## config.mk

```make
export PLATFORM = sky130hd
export DESIGN_NAME = fwd_source_pipe
export DESIGN_NICKNAME = d
export VERILOG_FILES = /design/src/rtl/fwd_source_pipe.sv
export SDC_FILE = /design/constraint.sdc
export NUM_CORES = 1
export LEC_CHECK = 0
export ABC_CLOCK_PERIOD_IN_PS = 1800
export CORE_ASPECT_RATIO = 1.2
export CORE_MARGIN = 3
export CORE_UTILIZATION = 35
export DETAILED_ROUTE_END_ITERATION = 12
export HOLD_SLACK_MARGIN = 0.03
export PLACE_DENSITY_LB_ADDON = 0.3
export SYNTH_ARGS = -nofsm -noshare
export SYNTH_HDL_FRONTEND = slang
export SYNTH_SLANG_ARGS = --single-unit
```

## constraint.sdc

```tcl
create_clock -name clk_i -period 1.8 [get_ports clk_i]
set_input_delay 0.54 -clock clk_i [delete_from_list [all_inputs] [get_ports clk_i]]
set_output_delay 0.54 -clock clk_i [all_outputs]
set_load 0.005 [all_outputs]
```

## src/rtl/fwd_source_pipe.sv

```systemverilog
// rtl/fwd_source_pipe.sv - EX/MEM and MEM/WB forwarding source registers with load-wait stall and load-use detect
// Optional FWD_STALL_CNT_EN adds a saturating stall-cycle counter output.
module fwd_source_pipe #(
    parameter int REG_ADDR_WIDTH = 5,
    parameter int DATA_WIDTH     = 32,
    parameter int MAX_WAIT       = 16
) (
    input  logic                      clk_i,
    input  logic                      rst_i,
    input  logic                      ex_valid_i,
    input  logic [REG_ADDR_WIDTH-1:0] ex_rd_i,
    input  logic                      ex_reg_write_i,
    input  logic                      ex_mem_to_reg_i,
    input  logic [DATA_WIDTH-1:0]     ex_alu_result_i,
    input  logic [REG_ADDR_WIDTH-1:0] id_rs1_i,
    input  logic [REG_ADDR_WIDTH-1:0] id_rs2_i,
    input  logic                      flush_i,
    input  logic                      mem_ready_i,
    input  logic [DATA_WIDTH-1:0]     mem_rdata_i,
    output logic                      mem_req_o,
    output logic [DATA_WIDTH-1:0]     mem_addr_o,
    output logic [REG_ADDR_WIDTH-1:0] mem_rd_o,
    output logic                      mem_reg_write_o,
    output logic [DATA_WIDTH-1:0]     mem_fwd_data_o,
    output logic [REG_ADDR_WIDTH-1:0] wb_rd_o,
    output logic                      wb_reg_write_o,
    output logic [DATA_WIDTH-1:0]     wb_data_o,
    output logic                      stall_o,
    output logic                      load_use_o,
`ifdef FWD_STALL_CNT_EN
    output logic [31:0]               stall_cnt_o,
`endif
    output logic                      timeout_o
);

    localparam int CW = (MAX_WAIT > 1) ? $clog2(MAX_WAIT) : 1;

    typedef enum logic {
        S_RUN  = 1'b0,
        S_WAIT = 1'b1
    } state_t;

    state_t                    state_q, state_d;
    logic [CW-1:0]             cnt_q, cnt_d;

    logic                      em_valid;
    logic                      em_load;
    logic                      em_rw;
    logic [REG_ADDR_WIDTH-1:0] em_rd;
    logic [DATA_WIDTH-1:0]     em_data;

    logic                      wb_rw;
    logic [REG_ADDR_WIDTH-1:0] wb_rd;
    logic [DATA_WIDTH-1:0]     wb_data;

    logic                      wait_miss;
    logic                      last_wait;
    logic                      take;
    logic                      cap_rw;

    assign mem_req_o       = em_valid & em_load;
    assign mem_addr_o      = em_data;
    assign mem_rd_o        = em_rd;
    assign mem_reg_write_o = em_rw;
    assign mem_fwd_data_o  = em_data;
    assign wb_rd_o         = wb_rd;
    assign wb_reg_write_o  = wb_rw;
    assign wb_data_o       = wb_data;

    // The counter holds the number of cycles already stalled, so the final allowed
    // wait cycle releases the pipe instead of stalling again.
    assign wait_miss = mem_req_o & ~mem_ready_i;
    assign last_wait = (cnt_q == CW'(MAX_WAIT - 1));
    assign timeout_o = wait_miss & last_wait;
    assign stall_o   = wait_miss & ~last_wait;

    assign load_use_o = ex_valid_i & ex_mem_to_reg_i & ex_reg_write_i
                      & (ex_rd_i != '0)
                      & ((id_rs1_i == ex_rd_i) | (id_rs2_i == ex_rd_i));

    assign take   = ex_valid_i & ~flush_i;
    assign cap_rw = ex_reg_write_i & (ex_rd_i != '0);

    always_comb begin
        state_d = state_q;
        cnt_d   = cnt_q;
        case (state_q)
            S_RUN: begin
                if (stall_o) begin
                    state_d = S_WAIT;
                    cnt_d   = cnt_q + 1'b1;
                end
            end
            S_WAIT: begin
                if (stall_o) begin
                    cnt_d = cnt_q + 1'b1;
                end else begin
                    state_d = S_RUN;
                    cnt_d   = '0;
                end
            end
            default: begin
                state_d = S_RUN;
                cnt_d   = '0;
            end
        endcase
    end

    always_ff @(posedge clk_i) begin
        if (rst_i) begin
            state_q <= S_RUN;
            cnt_q   <= '0;
        end else begin
            state_q <= state_d;
            cnt_q   <= cnt_d;
        end
    end

    // While stalled EX/MEM keeps the load and WB gets a bubble, so the load writes back once.
    always_ff @(posedge clk_i) begin
        if (rst_i) begin
            em_valid <= 1'b0;
            em_load  <= 1'b0;
            em_rw    <= 1'b0;
            em_rd    <= '0;
            em_data  <= '0;
            wb_rw    <= 1'b0;
            wb_rd    <= '0;
            wb_data  <= '0;
        end else if (stall_o) begin
            wb_rw    <= 1'b0;
            wb_rd    <= '0;
            wb_data  <= '0;
        end else begin
            em_valid <= take;
            em_load  <= take & ex_mem_to_reg_i;
            em_rw    <= take & cap_rw;
            em_rd    <= (take & cap_rw) ? ex_rd_i : '0;
            em_data  <= take ? ex_alu_result_i : '0;
            wb_rw    <= em_rw;
            wb_rd    <= em_rd;
            if (em_load) begin
                wb_data <= timeout_o ? '0 : mem_rdata_i;
            end else begin
                wb_data <= em_data;
            end
        end
    end

`ifdef FWD_STALL_CNT_EN
    always_ff @(posedge clk_i) begin
        if (rst_i) begin
            stall_cnt_o <= '0;
        end else if (stall_o && (stall_cnt_o != 32'hFFFF_FFFF)) begin
            stall_cnt_o <= stall_cnt_o + 32'd1;
        end
    end
`endif

endmodule

```

# Word-level counts from Yosys, hierarchy flattened
# Cells that the tools add are included.
[op_classes]
n_addsub = 1
n_eq_ne = 4
n_mux = 8
bitwise = 17
reduce_logical = 2
[ops]
columns = ["cell", "n"]
rows = [
  ["$mux W32", 3],
  ["$and A1 B1 Y1", 12],
  ["$eq A5 B5 Y1", 2],
  ["$mux W4", 2],
  ["$pmux W4 S2", 1],
  ["$mux W5", 1],
  ["$reduce_bool A5 Y1", 1],
  ["$add A4 B1 Y4 const B", 1],
  ["$eq A4 B4 Y1 const B", 1],
  ["$not A1 Y1", 4],
  ["$ne A2 B2 Y1 const B", 1],
  ["$reduce_or A2 Y1", 1],
  ["$mux W1", 1],
  ["$or A1 B1 Y1", 1],
]
[word_totals]
regBits = 83
inputBits = 86

# Longest topological paths before layout
[logic_depth]
ltp_word = 5
mapped_depth = 7
depth_no_buf = 6

# Worst setup path after synthesis
# Ideal clock, no wire load.
[synth_path]
kind = "input to output"
startpoint = "input port ex_rd_i[1]"
endpoint = "output port load_use_o"
t_arrival_ns = 1.259
required_ns = 1.260
setup_slack_ns = 0.001
cell_stages = 3
path_cell_list = "or4_1 > o21ai_2 > a211oi_1"
[synth_via]
elab_chain_cells = 3
word_cells_on_any_way = 6
[synth_rtl]
columns = ["element", "line", "rtl"]
rows = [
  ["start, declared", "11", "input logic [REG_ADDR_WIDTH-1:0] ex_rd_i,"],
  ["$eq A5 B5 Y1 / $reduce_bool A5 Y1 (equally long branches)", "79, 78", ""],
  ["$or A1 B1 Y1 / $and A1 B1 Y1 (equally long branches)", "79, 78", ""],
  ["$and A1 B1 Y1 (*)", "79", "& ((id_rs1_i == ex_rd_i) | (id_rs2_i == ex_rd_i));"],
  ["end, declared", "29", "output logic load_use_o,"],
]
# Mark *: on every way between the ends. The rest lies on a longest branch, timed or not.

# Worst setup path in the final report
[layout_path]
startpoint = "input port ex_rd_i[2]"
endpoint = "output port load_use_o"
# The elaborated chain is that of the path after synthesis.

==> results <==
- Entering global routing, the biggest net connects 47 pins.
- The worst setup path is captured at an output port.
- Leaving out fill and tap cells, the most frequent cell in the layout is sky130_fd_sc_hd__clkdlybuf4s50_1.
- The aggregate routed wire length is roughly 10000 µm.
- The worst max-slew margin expressed relative to the limit is 67.3%.
- The clock skew is 0.00495 ns.
- The number of antenna violations at the first check in global routing is 0.
- For the worst-skew pair, the clock arrives at the later sink with an insertion delay of between 0.3 and 0.4 ns.
- For this run, the detailed router's first-pass iteration total came to 4.
- A synthesized cell averages 8.69 µm².
- The number of failing setup endpoints in the final timing report is 1.
- The number of buffers created by CTS is 9.
- The clock tree root buffer cell is sky130_fd_sc_hd__clkbuf_16.
- The launching instance or port of the critical path is ex_rd_i[2].
- The number of placed I/O pins is 198.
- The total routing resource utilization after global routing is 17.7%.
- Traced cell by cell, the critical path runs through buf_8, or4_4, o21ai_4, a211oi_2, buf_2.
- In the final routed layout, each cell accounts on average for 14.7 µm.
- The post-synthesis sequential element count is 83.
- The source of the worst hold timing path is ex_rd_i[0].
- The layout overhead on the synthesized area is 67.7%.
- Yosys printed 0 warnings.
- The number of maximum-capacitance violations is 0.
- The element type at the critical path start is a primary input.
- The TritonCTS clock tree is yes.
- The number of distinct standard cells referenced by the synthesized netlist is 40.
- The dominant synthesized flop cell is sky130_fd_sc_hd__dfxtp_1.
- Together, buffers and inverters on the worst path number 2.
- The total congestion overflow after global routing is 0.
- The overall die height is 116 µm.
- The max-slew violation total from the final report is 0.
- The number of cell instances on the worst register-to-register path is 6.
- Adding up every negative setup slack in the final design gives -0.247 ns.
- For the pin with the worst max-slew slack, the measured transition is 0.490 ns.
- Leaving out fill and tap cells, the most frequent cells in the layout are 173 x sky130_fd_sc_hd__clkdlybuf4s50_1, 50 x sky130_fd_sc_hd__dfxtp_1, 40 x sky130_fd_sc_hd__nor2_1, 38 x sky130_fd_sc_hd__nand2_1, 36 x sky130_fd_sc_hd__nand3_1.
- The share of layout cells above drive strength 1 is 18.0%.
- Counting along the longest clock path gives a buffer depth of 2.
- Cells fill roughly 61% of the core in the end.
- The standard cell core area is 0.00966 mm².
- The cell family contributing the most delay on the critical path is simple AND/OR/NAND/NOR gates.
- The routability congestion estimate is 0.780.
- The number of nets in the synthesized netlist is 490.
- The count of antenna diodes in the layout is 0.
- The flow ran to the end, but the final reports show violations.
- The source of the worst register-to-register timing path is cnt_q[1].
- The delay contributed by the slowest stage of the critical path is 0.54 ns.
- The checks that failed: negative setup slack.
- The total via count after detailed routing is ~3300.
- The number of hold violations in the final report is 0.
- The hold-fix buffer count after cts is 0.
- Once detail routing completed, the nets flagged for antenna violations numbered 0.
- The worst supply voltage drop on vdd is around 0.50 mV.
- The portion of the clock cycle consumed by the worst path in the final layout is 114%.
- The net total in the final layout is 666.
- Dividing total power by cell area gives a power density of 765 mW/mm².
- The async set-reset flop share out of synthesis is 0%.
- The die covers 0.0112 mm².
- The total clock sinks is 83.
- The critical path runs through a total of 5 cells.
- The leakage power is 2.43 nW.
- The floorplan step set the die width to 97.3 µm.
- The first-pass GRT wire length is between 15000 and 20000 µm.
- The part of the Yosys area used for sequential elements is 47.5%.
- The number of global-route vias before repair is 3308.
- The count of cells along the worst hold path is 3.
- For this block, the initial DRC count from the detailed router was 114.
- The DRC violation count after routing is 0.
- In this run the worst path has a maximum fanout of 3.
- Setup repair after global routing could not meet its margin everywhere.
- After clock tree synthesis, the clock-pin slew on the worst setup and hold paths is 0.06 ns.
- The required time at the endpoint of the critical path is roughly 1.3 ns.
- Once the floorplan was initialized, standard cells occupied between 30% and 40% of the core.
- The post-synthesis cell area is 0.00350 mm².
- The class of the most critical hold timing path is in2reg.
- For this run, the top clock speed supported by timing is 488 MHz.
- The number of enable-type register cells in the synthesized netlist is 0.
- In this run the tool buffered the top-level ports with a little under 200 buffer cells.
- The ratio of routed vias to standard cells is 4.69.
- Counting I/O delays and the setup requirement, the final critical path takes 2.05 ns.
- The estimated wirelength of the detail-placed design is 7400 µm.
- The floorplan row count is 39.
- The final setup slack of the worst path is -0.247 ns.
- The cell with the largest stage delay on the worst path is sky130_fd_sc_hd__or4_4.
- The worst path arrival time is 1.51 ns.
- In the synthesized netlist, the number of instances is 403.
- The critical path is of the in2out type.
- The H-tree depth reported by CTS is 3.
power by group:
part / switching [mW] / internal (mW)
Clock: 0.723 / 1.35
Sequential: 0.0266 / 1.88
Combinational: 0.166 / 0.339
worst paths after layout:
check / end / slack (ns)
setup / recovery: load_use_o / -0.25
hold / removal: mem_rd_o[0] / 0.47
setup reg to reg: em_valid / 0.16
hold reg to reg: wb_rd_o[4] / 0.47
cell type report:
type / count / area (µm²)
flip-flops and latches: 83 / 1700
clock buffers: 9 / 225
inverters: 2 / 7.51
fillers: 844 / 3790
clock inverters: 7 / 116
multi-input cells: 261 / 1530
repair buffers: 222 / 2130
well taps: 123 / 154
synth_stat cells, drive strengths merged, types with 2 or more instances:
library cell | instances | area share [%]
nand2b | 5 | 0.89
nand3b | 35 | 7.5
a21oi | 35 | 5.0
clkbuf | 16 | 1.7
xnor2 | 4 | 1.0
o22ai | 3 | 0.54
o21ai | 4 | 0.68
nor2b | 32 | 5.7
nand4 | 2 | 0.36
nor2 | 40 | 4.3
buf | 41 | 8.8
nand2 | 39 | 4.4
nor3b | 2 | 0.75
xor2 | 6 | 1.5
inv | 2 | 0.21
nand3 | 37 | 5.3
nor3 | 3 | 0.43
dfxtp | 83 | 47
metal layers:
metal  vias to the layer above  share of wire (%)  global-route usage (%)
met4                         0                2.9                    8.86
met2                       117                 53                    33.5
met1                      1518                 38                    19.0
li1                       1660                  -                       -
met3                        23                5.4                    3.37
met5                         -                  0                       0
metrics by stage:
step,instance area (µm²),total power [mW],hold slack (ns),worst slack (ns),std cells
after global placement,5450,2.45,0.454,-1.00,688
final,5870,4.49,0.469,-0.247,707
after floorplan,3500,2.11,0.458,0.000818,403
after CTS,5830,4.53,0.467,-0.266,708
after detailed placement,5450,2.46,0.464,-1.04,688
after global routing,5870,4.64,0.466,-0.305,707
worst min-delay path, delay by kind of cell:
family	cells	cell delay, ns
AO/OA/AOI/OAI	1	0.05
buffers and inverters	1	0.11
AND/OR/NAND/NOR	1	0.05
logic make-up after synthesis:
group                    Yosys count  synth area share (%)
AO/OA/AOI/OAI                     47                  7.47
XOR/XNOR                          10                  2.50
adder cells (fa/ha/maj)            1                 0.357
buffers and inverters             59                  10.8
flip-flops                        83                  47.5
multiplexers                       1                 0.286
AND/OR/NAND/NOR                  202                  31.2
sequential cells by signal, indices dropped and copies added, names as in the netlist, 4 cells and up:
| name | count |
|---|---|
| mem_addr_o | 32 |
| wb_data_o | 32 |
| mem_rd_o | 5 |
| wb_rd_o | 5 |
| cnt_q | 4 |
timing repair:
| action | in CTS | in global routing |
|---|---|---|
| endpoints found under the setup margin | 27 | 43 |
| resized for setup | 78 | 36 |
| setup buffers | 4 | 0 |
| pin swaps | 12 | 8 |
| endpoints found under the hold margin | 0 | 0 |
Power figures use the tool's default switching activity.
==> variant (config.mk and constraints unchanged) <==
`MAX_WAIT`: 16 -> 8.
--- a/src/rtl/fwd_source_pipe.sv
+++ b/src/rtl/fwd_source_pipe.sv
@@ -5,3 +5,3 @@
     parameter int DATA_WIDTH     = 32,
-    parameter int MAX_WAIT       = 16
+    parameter int MAX_WAIT       = 8
 ) (
Function: changed (a bounded check fails within 10 cycles, from zero or initial values and one cycle with rst_i high).
==> variant against the original RTL <==
Total power is 18% lower; worst setup slack worse by 0.0068 ns; final area is 6.3% lower; largest power group is now sequential cells; routed wire length is 1.9% higher; sequential cell count is 1 lower; the flow still finishes with violations (setup timing); critical path depth stayed put; combinational power hardly changed; synthesized area is 11% lower.
==> variant: results (changes against the original RTL) <==
- Final worst slack: -0.2542 ns (-0.006820 ns)
- Dpl ws: -1.018 ns (+0.02308 ns)
- Clk_skew: 0.01170 ns (+0.006750 ns)
- # resized after CTS: 106 (+36%)
- WHS: 0.4574 ns (-0.01113 ns)
- Final setup viols: 3 (+2)
- Seq/total area: 0.3088 (+0.01870)
- WL met1: 4224 um (+5.7%)
- Post-synthesis compound-gate area fraction: 0.2063 (+0.1316)
- Met2 wire length: 5623 um (+1.8%)
- DR vias/cell: 4.962 (+5.7%)
- GR Util met3: 0.04928 (+0.01557)
- Leakage: 2.362 nW (-2.9%)
- Worst Path Max Fanout: 4 (+1)
- Outcome: complete, but fails checks
- Synthesized area per cell: 10.36 um2 (+19%)
- Fin cells: 611 (-14%)
- All-Layer GR Usage: 0.1947 (+0.01725)
- Fraction of layout cells with a size suffix above 1: 0.2308 (+0.05097)
- Mapped Nets: 390 (-20%)
- Post-CTS setup buffers: 2 (-2)
- Failing checks: setup timing
- Flop-to-flop setup slack: 0.07 ns (-0.09 ns)
- Clock network area share: 0.03345 (-0.02474)
- Clock slew at reported path FFs: 0.08 ns (+0.02 ns)
- Top cells by area, synth: dfxtp_1 52%, a32o_1 10%, buf_4 7.9%, a22oi_1 7.7%, nor2_1 4.3%
- Met3 wire len: 606 um (+8.4%)
- Clkbuf count: 10 (+1)
- Sequential area share after synthesis: 0.5246 (+0.04997)
- Area post-placement: 5114 um2 (-6.2%)
- Synth cell types: 32 (-20%)
- Vias in the first global route: 2872 (-13%)
- Worst slew pin tran: 0.5256 ns (+0.03511 ns)
variant: changes by cell type in the layout (fill, tap and decap cells not counted), moves of 6 or more:
| cell | change |
|---|---|
| a21oi_1 | -32 |
| nand3b_1 | -33 |
| nor2b_1 | -32 |
| clkbuf_8 | +9 |
| and3_1 | +6 |
| clkbuf_16 | -9 |
| a32o_1 | +32 |
| dfxtp_1 | -7 |
| a22oi_1 | +32 |
| nand3_1 | -28 |
| dlymetal6s2s_1 | +15 |
| nand2_1 | -28 |
| buf_4 | +6 |
| clkdlybuf4s50_1 | -14 |
variant: where the power goes:
part	switching, mW	internal [mW]	total (mW)	leakage (nW)
combinational	0.175	0.330	0.505	1.59
clock	0.640	0.632	1.27	0.0921
sequential	0.0284	1.86	1.89	0.684
variant: worst paths after layout:
path / cells after the start / endpoint / from
max: 5 / load_use_o / ex_rd_i[4]
min: 3 / mem_rd_o[4] / ex_rd_i[4]
max reg2reg: 8 / mem_addr_o[13] / cnt_q[1]
min reg2reg: 2 / mem_rd_o[0] / mem_rd_o[0]
